## config.mk

```make
export PLATFORM = sky130hd
export DESIGN_NAME = vadd_float_packer
export DESIGN_NICKNAME = d
export VERILOG_FILES = /design/src/rtl/vadd_pkg.sv /design/src/rtl/vadd_axis_obuf.sv /design/src/rtl/vadd_float_packer.sv
export SDC_FILE = /design/constraint.sdc
export NUM_CORES = 2
export LEC_CHECK = 0
export CORE_MARGIN = 1.5
export CORE_UTILIZATION = 40
export CTS_CLUSTER_SIZE = 40
export DETAILED_ROUTE_END_ITERATION = 10
export DONT_BUFFER_PORTS = 1
export HOLD_SLACK_MARGIN = 0.1
export PLACE_DENSITY = 0.54
export SETUP_SLACK_MARGIN = 0.5
export SLEW_MARGIN = 5
export SYNTH_ARGS = -nofsm -noshare
export SYNTH_HDL_FRONTEND = slang
export SYNTH_HIERARCHICAL = 1
export SYNTH_SLANG_ARGS = --single-unit
```

## constraint.sdc

```tcl
create_clock -name ap_aclk -period 2.5 [get_ports ap_aclk]
set_input_delay 0 -clock ap_aclk [delete_from_list [all_inputs] [get_ports ap_aclk]]
set_output_delay 0 -clock ap_aclk [all_outputs]
set_load 0.01 [all_outputs]
```

## src/rtl/vadd_pkg.sv

```systemverilog
// ---------------------------------------------------------------------------
// vadd_pkg
// Shared constants and helpers for the float vector-add write path.
//   LANE_WIDTH      : width of one float lane in a packed word (32 bits)
//   LANE_KEEP_WIDTH : byte enables per lane
//   calc_ratio()    : lanes per wide word for a given narrow/wide width pair
// ---------------------------------------------------------------------------
package vadd_pkg;

    localparam int unsigned LANE_WIDTH      = 32;
    localparam int unsigned LANE_KEEP_WIDTH = LANE_WIDTH / 8;

    // Number of narrow beats that fit in one wide word. The narrow width
    // must divide the wide width exactly.
    function automatic int unsigned calc_ratio(input int unsigned m_width,
                                               input int unsigned s_width);
        return m_width / s_width;
    endfunction

endpackage

```

## src/rtl/vadd_axis_obuf.sv

```systemverilog
// ---------------------------------------------------------------------------
// vadd_axis_obuf
// Single-entry AXI4-Stream output register. A load and a drain on the same
// edge leave the register full with the newly loaded word.
// Ports:
//   clk, areset          : clock, synchronous active-high reset
//   load                 : capture load_data/keep/last this edge
//   load_data/keep/last  : word to be registered
//   m_axis_tvalid/tready : downstream handshake
//   m_axis_tdata/tkeep/tlast : registered word
// The caller only asserts load when the register is empty or draining, so a
// held word is never overwritten.
// ---------------------------------------------------------------------------
module vadd_axis_obuf #(
    parameter int DATA_WIDTH = 512,
    parameter int KEEP_WIDTH = 64
) (
    input  logic                  clk,
    input  logic                  areset,
    input  logic                  load,
    input  logic [DATA_WIDTH-1:0] load_data,
    input  logic [KEEP_WIDTH-1:0] load_keep,
    input  logic                  load_last,
    output logic                  m_axis_tvalid,
    input  logic                  m_axis_tready,
    output logic [DATA_WIDTH-1:0] m_axis_tdata,
    output logic [KEEP_WIDTH-1:0] m_axis_tkeep,
    output logic                  m_axis_tlast
);

    logic                  obuf_valid_r;
    logic [DATA_WIDTH-1:0] obuf_data_r;
    logic [KEEP_WIDTH-1:0] obuf_keep_r;
    logic                  obuf_last_r;

    // Output register: load wins over a simultaneous drain.
    always_ff @(posedge clk) begin
        if (areset) begin
            obuf_valid_r <= 1'b0;
            obuf_data_r  <= {DATA_WIDTH{1'b0}};
            obuf_keep_r  <= {KEEP_WIDTH{1'b0}};
            obuf_last_r  <= 1'b0;
        end else if (load) begin
            obuf_valid_r <= 1'b1;
            obuf_data_r  <= load_data;
            obuf_keep_r  <= load_keep;
            obuf_last_r  <= load_last;
        end else if (obuf_valid_r && m_axis_tready) begin
            obuf_valid_r <= 1'b0;
        end else begin
            obuf_valid_r <= obuf_valid_r;
        end
    end

    assign m_axis_tvalid = obuf_valid_r;
    assign m_axis_tdata  = obuf_data_r;
    assign m_axis_tkeep  = obuf_keep_r;
    assign m_axis_tlast  = obuf_last_r;

endmodule

```

## src/rtl/vadd_float_packer.sv

```systemverilog
// ---------------------------------------------------------------------------
// vadd_float_packer
// Packs the 32-bit float result stream of the vector adder into 512-bit
// words for the memory-write path. A word is emitted when all lanes are
// filled or when tlast arrives; partial words carry zero data and zero keep
// in unwritten lanes.
// Ports:
//   ap_aclk, ap_areset         : clock, synchronous active-high reset
//   s_axis_t{valid,ready,data,keep,last} : narrow float result stream
//   m_axis_t{valid,ready,data,keep,last} : wide packed stream, lane i at
//                                          bits [32i+31:32i]
// ---------------------------------------------------------------------------
module vadd_float_packer
    import vadd_pkg::*;
#(
    parameter int C_S_AXIS_TDATA_WIDTH = LANE_WIDTH,
    parameter int C_M_AXIS_TDATA_WIDTH = 512
) (
    input  logic                              ap_aclk,
    input  logic                              ap_areset,
    input  logic                              s_axis_tvalid,
    output logic                              s_axis_tready,
    input  logic [C_S_AXIS_TDATA_WIDTH-1:0]   s_axis_tdata,
    input  logic [C_S_AXIS_TDATA_WIDTH/8-1:0] s_axis_tkeep,
    input  logic                              s_axis_tlast,
    output logic                              m_axis_tvalid,
    input  logic                              m_axis_tready,
    output logic [C_M_AXIS_TDATA_WIDTH-1:0]   m_axis_tdata,
    output logic [C_M_AXIS_TDATA_WIDTH/8-1:0] m_axis_tkeep,
    output logic                              m_axis_tlast
);

    localparam int LP_RATIO     = int'(calc_ratio(C_M_AXIS_TDATA_WIDTH, C_S_AXIS_TDATA_WIDTH));
    localparam int LP_CNT_WIDTH = $clog2(LP_RATIO);
    localparam int LP_S_KEEP    = C_S_AXIS_TDATA_WIDTH / 8;
    localparam int LP_M_KEEP    = C_M_AXIS_TDATA_WIDTH / 8;

    localparam logic [LP_CNT_WIDTH-1:0] LP_LAST_LANE = LP_CNT_WIDTH'(LP_RATIO - 1);
    localparam logic [LP_CNT_WIDTH-1:0] LP_LANE_ONE  = {{(LP_CNT_WIDTH-1){1'b0}}, 1'b1};
    localparam logic [LP_CNT_WIDTH-1:0] LP_LANE_ZERO = {LP_CNT_WIDTH{1'b0}};

    logic [LP_CNT_WIDTH-1:0]         lane_r;
    logic [C_M_AXIS_TDATA_WIDTH-1:0] acc_data_r;
    logic [LP_M_KEEP-1:0]            acc_keep_r;

    logic [C_M_AXIS_TDATA_WIDTH-1:0] merged_data_s;
    logic [LP_M_KEEP-1:0]            merged_keep_s;
    logic                            s_tready_s;
    logic                            accept_s;
    logic                            complete_s;

    // Ready depends only on reset and the output register, never on tvalid.
    assign s_tready_s    = !ap_areset && (!m_axis_tvalid || m_axis_tready);
    assign s_axis_tready = s_tready_s;
    assign accept_s      = s_axis_tvalid && s_tready_s;
    // A null beat (tkeep==0) still occupies its lane and can complete a word.
    assign complete_s    = accept_s && ((lane_r == LP_LAST_LANE) || s_axis_tlast);

    // Assembly register with the incoming beat merged into the current lane.
    always_comb begin
        merged_data_s = acc_data_r;
        merged_keep_s = acc_keep_r;
        for (int i = 0; i < LP_RATIO; i++) begin
            if (lane_r == LP_CNT_WIDTH'(i)) begin
                merged_data_s[i*C_S_AXIS_TDATA_WIDTH +: C_S_AXIS_TDATA_WIDTH] = s_axis_tdata;
                merged_keep_s[i*LP_S_KEEP +: LP_S_KEEP]                       = s_axis_tkeep;
            end else begin
                merged_data_s[i*C_S_AXIS_TDATA_WIDTH +: C_S_AXIS_TDATA_WIDTH] =
                    acc_data_r[i*C_S_AXIS_TDATA_WIDTH +: C_S_AXIS_TDATA_WIDTH];
                merged_keep_s[i*LP_S_KEEP +: LP_S_KEEP] = acc_keep_r[i*LP_S_KEEP +: LP_S_KEEP];
            end
        end
    end

    // Lane counter and assembly register; cleared when a word is handed off
    // so the next word starts with zero data and keep in every lane.
    always_ff @(posedge ap_aclk) begin
        if (ap_areset) begin
            lane_r     <= LP_LANE_ZERO;
            acc_data_r <= {C_M_AXIS_TDATA_WIDTH{1'b0}};
            acc_keep_r <= {LP_M_KEEP{1'b0}};
        end else if (complete_s) begin
            lane_r     <= LP_LANE_ZERO;
            acc_data_r <= {C_M_AXIS_TDATA_WIDTH{1'b0}};
            acc_keep_r <= {LP_M_KEEP{1'b0}};
        end else if (accept_s) begin
            lane_r     <= lane_r + LP_LANE_ONE;
            acc_data_r <= merged_data_s;
            acc_keep_r <= merged_keep_s;
        end else begin
            lane_r     <= lane_r;
            acc_data_r <= acc_data_r;
            acc_keep_r <= acc_keep_r;
        end
    end

    vadd_axis_obuf #(
        .DATA_WIDTH (C_M_AXIS_TDATA_WIDTH),
        .KEEP_WIDTH (LP_M_KEEP)
    ) u_obuf (
        .clk           (ap_aclk),
        .areset        (ap_areset),
        .load          (complete_s),
        .load_data     (merged_data_s),
        .load_keep     (merged_keep_s),
        .load_last     (s_axis_tlast),
        .m_axis_tvalid (m_axis_tvalid),
        .m_axis_tready (m_axis_tready),
        .m_axis_tdata  (m_axis_tdata),
        .m_axis_tkeep  (m_axis_tkeep),
        .m_axis_tlast  (m_axis_tlast)
    );

endmodule
```

==> summary.txt <==
Outcome
  – Outcome: finished with violations
  – Failing checks: negative hold slack, max-slew violations, negative setup slack

Worst setup path
  – Critical path buffer and inverter count: 0
  – Family with the most delay on the worst path: simple AND/OR/NAND/NOR gates
  – Crit path kind: primary input to output port
  – CP Cell Sequence: nor2_1
  – Crit start category: primary input
  – Setup crit end kind: output port
  – CP max-delay cell: nor2_1
  – Worst setup path start: ap_areset
  – Critical path data required time: approximately 2.5 ns
  – Critical path's largest stage delay: approximately 1.6 ns
  – Worst r2r src: u_obuf/m_axis_tvalid
  – Critical Path AT: ~3.6 ns
  – Crit path max fanout: 1090

Logic synthesis
  – Average size of a mapped cell: 10.3 um2
  – Synthesized net count: 4641
  – Post-synth EDFFs: 0
  – Mapped Cells: 4596
  – Most common cell in the netlist: dfxtp_1
  – Netlist Area Pre-Place: 0.0474 mm2
  – Largest area contributor in the netlist: dfxtp_1
  – Share of the synthesized area in the top cell type: 48.9%
  – Post-synth ARST share: 0%
  – Prevailing post-synth register cell: dfxtp_1
  – Register area share after synthesis: 48.9%
  – Flops & latches, synth: 1158
  – List of most frequent post-synthesis cells: dfxtp_1 (1158), nor2_1 (761), mux2i_1 (577)
  – Top cells by area, synth: dfxtp_1 (49%), mux2_2 (14%), mux2i_1 (12%), nor2_1 (6.0%), o32ai_1 (6.0%)
  – Synth cell types: 37
  – Ys Warns: 6

Worst hold path
  – Worst hold-check path type: primary input to register
  – Hold path startpoint: ap_areset

Floorplanning
  – Ports: 620
  – Initial Util: 40.2%
  – DIE WIDTH: 347 um
  – Rows: 126
  – Die H: 347 um
  – Area of the core: 0.118 mm2
  – Die area: 0.121 mm2

STA
  – Max-slew violations: 657
  – Fmax: 281 MHz
  – WHS: -0.670 ns
  – PnR worst setup slack: -1.06 ns
  – Final hold vios: 195
  – Final Skew: 0.0294 ns
  – Max-Slew Margin vs Limit: -195%
  – Worst slew pin tran: 4.43 ns
  – TNS Setup: -25.05 ns
  – Final setup violation count: ~340
  – Tcrit/Tclk final: 142%
  – RSZ-0062 raised after global routing: yes
  – Fin crit period: 3.56 ns

Detailed routing
  – Post-Route WL: roughly 180000 um
  – First drt pass iteration count: 5
  – DRT antenna net count: 0
  – Via-per-instance ratio: roughly 5.6
  – Number of remaining DRC errors: 0
  – Routed via count: roughly 35000
  – Initial DRC count: 3386
  – Drt wl/cell: 29.2 um

Global route
  – Gr ovfl total: 0
  – First-pass GRT wire length: ~230000 um
  – Pin count of the biggest net entering global routing: between 1000 and 1500
  – Initial antenna violation count: 9
  – Total GRT Usage: 25.9%
  – Vias in the first global route: 32800

Clock tree
  – CTS Buf Count: 131
  – CTS max path bufs: 3
  – Clock sink count: 1158
  – CTS tree: yes
  – Clk pin slew, worst setup/hold paths: 0.05 ns
  – Clock root buffer: clkbuf_16
  – Clk Latency, worst-skew pair: 0.75 ns
  – CTS HTree Levels: 4

Cells and area
  – Fillers: 10600
  – Share of cells above drive strength 1: 27.0%
  – Design Area, Final: 0.0591 mm2
  – Total Nets Final: 4711
  – Final Non-Filler Cells: 6306
  – Synthesis-to-layout area growth: 24.7%

Placed design
  – RD Place Congestion: just under 0.8
  – Inst Count DP: 5779
  – HPWL after DPL: 99200 um
  – Placed cell areas: 0.0488 mm2
  – Input/output buffers: 0

Power and ir drop
  – Pleak: around 22 nW
  – Peak supply drop: roughly 600 uV
  – PD cells: 685 mW/mm2

Job
  – Maxcap violations: 0
layer usage:
layer	share of wire (%)	global-route usage, %	vias up	wire [um]
met4	3.4	8.57	4	6330
met3	9.0	9.01	279	16600
met5	0.014	0	-	25
li1	-	-	16200	-
met2	45	39.2	1347	83600
met1	42	34.3	17200	77400
cells in the final DEF (no fill, tap or decap), types with 4 or more instances in the layout:
| master | netlist | final |
|---|---|---|
| mux2i_1 | 577 | 561 |
| nor3_4 | 4 | 6 |
| and2_2 | 0 | 10 |
| nand3_4 | 1 | 4 |
| nor2_1 | 761 | 759 |
| mux2i_2 | 0 | 16 |
| clkinv_2 | 0 | 13 |
| a211o_2 | 0 | 5 |
| nand2_1 | 45 | 12 |
| mux2_2 | 576 | 561 |
| clkbuf_1 | 242 | 33 |
| nand3_2 | 3 | 9 |
| clkbuf_8 | 0 | 24 |
| buf_6 | 5 | 32 |
| buf_8 | 0 | 24 |
| and2_1 | 73 | 62 |
| a211o_4 | 0 | 9 |
| clkinvlp_4 | 0 | 9 |
| nand2_2 | 4 | 30 |
| nand2_8 | 0 | 4 |
| clkbuf_16 | 0 | 211 |
| buf_4 | 56 | 80 |
| nand3_1 | 13 | 4 |
| o32ai_1 | 324 | 324 |
| dlygate4sd3_1 | 0 | 40 |
| dfxtp_1 | 1158 | 1154 |
| buf_16 | 0 | 35 |
| bufinv_16 | 0 | 7 |
| mux2_4 | 0 | 15 |
| inv_6 | 0 | 4 |
| a21oi_4 | 0 | 13 |
| inv_1 | 329 | 325 |
| buf_12 | 0 | 105 |
| a22oi_1 | 180 | 147 |
| a22o_1 | 36 | 36 |
| a21oi_1 | 7 | 6 |
| ha_4 | 0 | 4 |
| diode_2 | 0 | 7 |
| a22oi_2 | 0 | 33 |
timing repair:
action	CTS	global route
endpoints found under the setup margin	1145	956
pin swaps	10	63
resized for setup	93	218
gates cloned	23	107
endpoints found under the hold margin	1158	1148
hold buffers	48	2
setup buffers	37	73
state kept, by name, indices dropped and copies added (netlist names):
signal	cells
u_obuf/m_axis_tvalid	1
acc_data_r	512
u_obuf/m_axis_tlast	1
u_obuf/m_axis_tdata	512
lane_r	4
acc_keep_r	64
u_obuf/m_axis_tkeep	64
logic make-up after synthesis:
| family | after synthesis | share of synthesized area, % |
|---|---|---|
| fa+ha+maj | 4 | 0.106 |
| mux | 1153 | 25.9 |
| simple gates | 919 | 8.01 |
| compound gates | 567 | 9.92 |
| buf+inv | 795 | 7.18 |
| flops | 1158 | 48.9 |
worst paths after layout:
path	slack [ns]	to	depth (start not counted)
worst max-delay path	-1.06	s_axis_tready	1
worst min-delay path	-0.67	u_obuf/m_axis_tdata[73]	1
worst max register to register	0.19	u_obuf/m_axis_tdata[402]	12
worst min register to register	0.45	acc_data_r[504]	1
report_power, final:
part           switching [W]  internal [W]  total, W
Sequential         0.0000560        0.0185    0.0186
Combinational        0.00140      0.000935   0.00234
Clock                0.00806        0.0115    0.0196
Total                0.00952        0.0310    0.0405
metrics by stage:
stage          total power (W)  utilization, %  setup slack, ns
6_report                0.0405            50.2            -1.06
5_1_grt                 0.0416            50.2            0.242
4_1_cts                 0.0403            46.8            0.365
3_5_place_dp            0.0202            41.4           0.0991
3_3_place_gp            0.0202            41.4            0.120
2_1_floorplan           0.0202               -            0.522
area by class of cell:
cell class	instances	area (um2)	area share, %
Antenna cell	7	17.5	0.0296
Tap cell	1536	1920	3.25
Inverter	329	1250	2.11
Clock buffer	194	3880	6.57
Timing Repair Buffer	390	6640	11.2
Clock inverter	36	455	0.771
Sequential cell	1158	23200	39.2
Multi-Input combinational cell	2656	21700	36.8
Power figures use the tool's default switching activity.
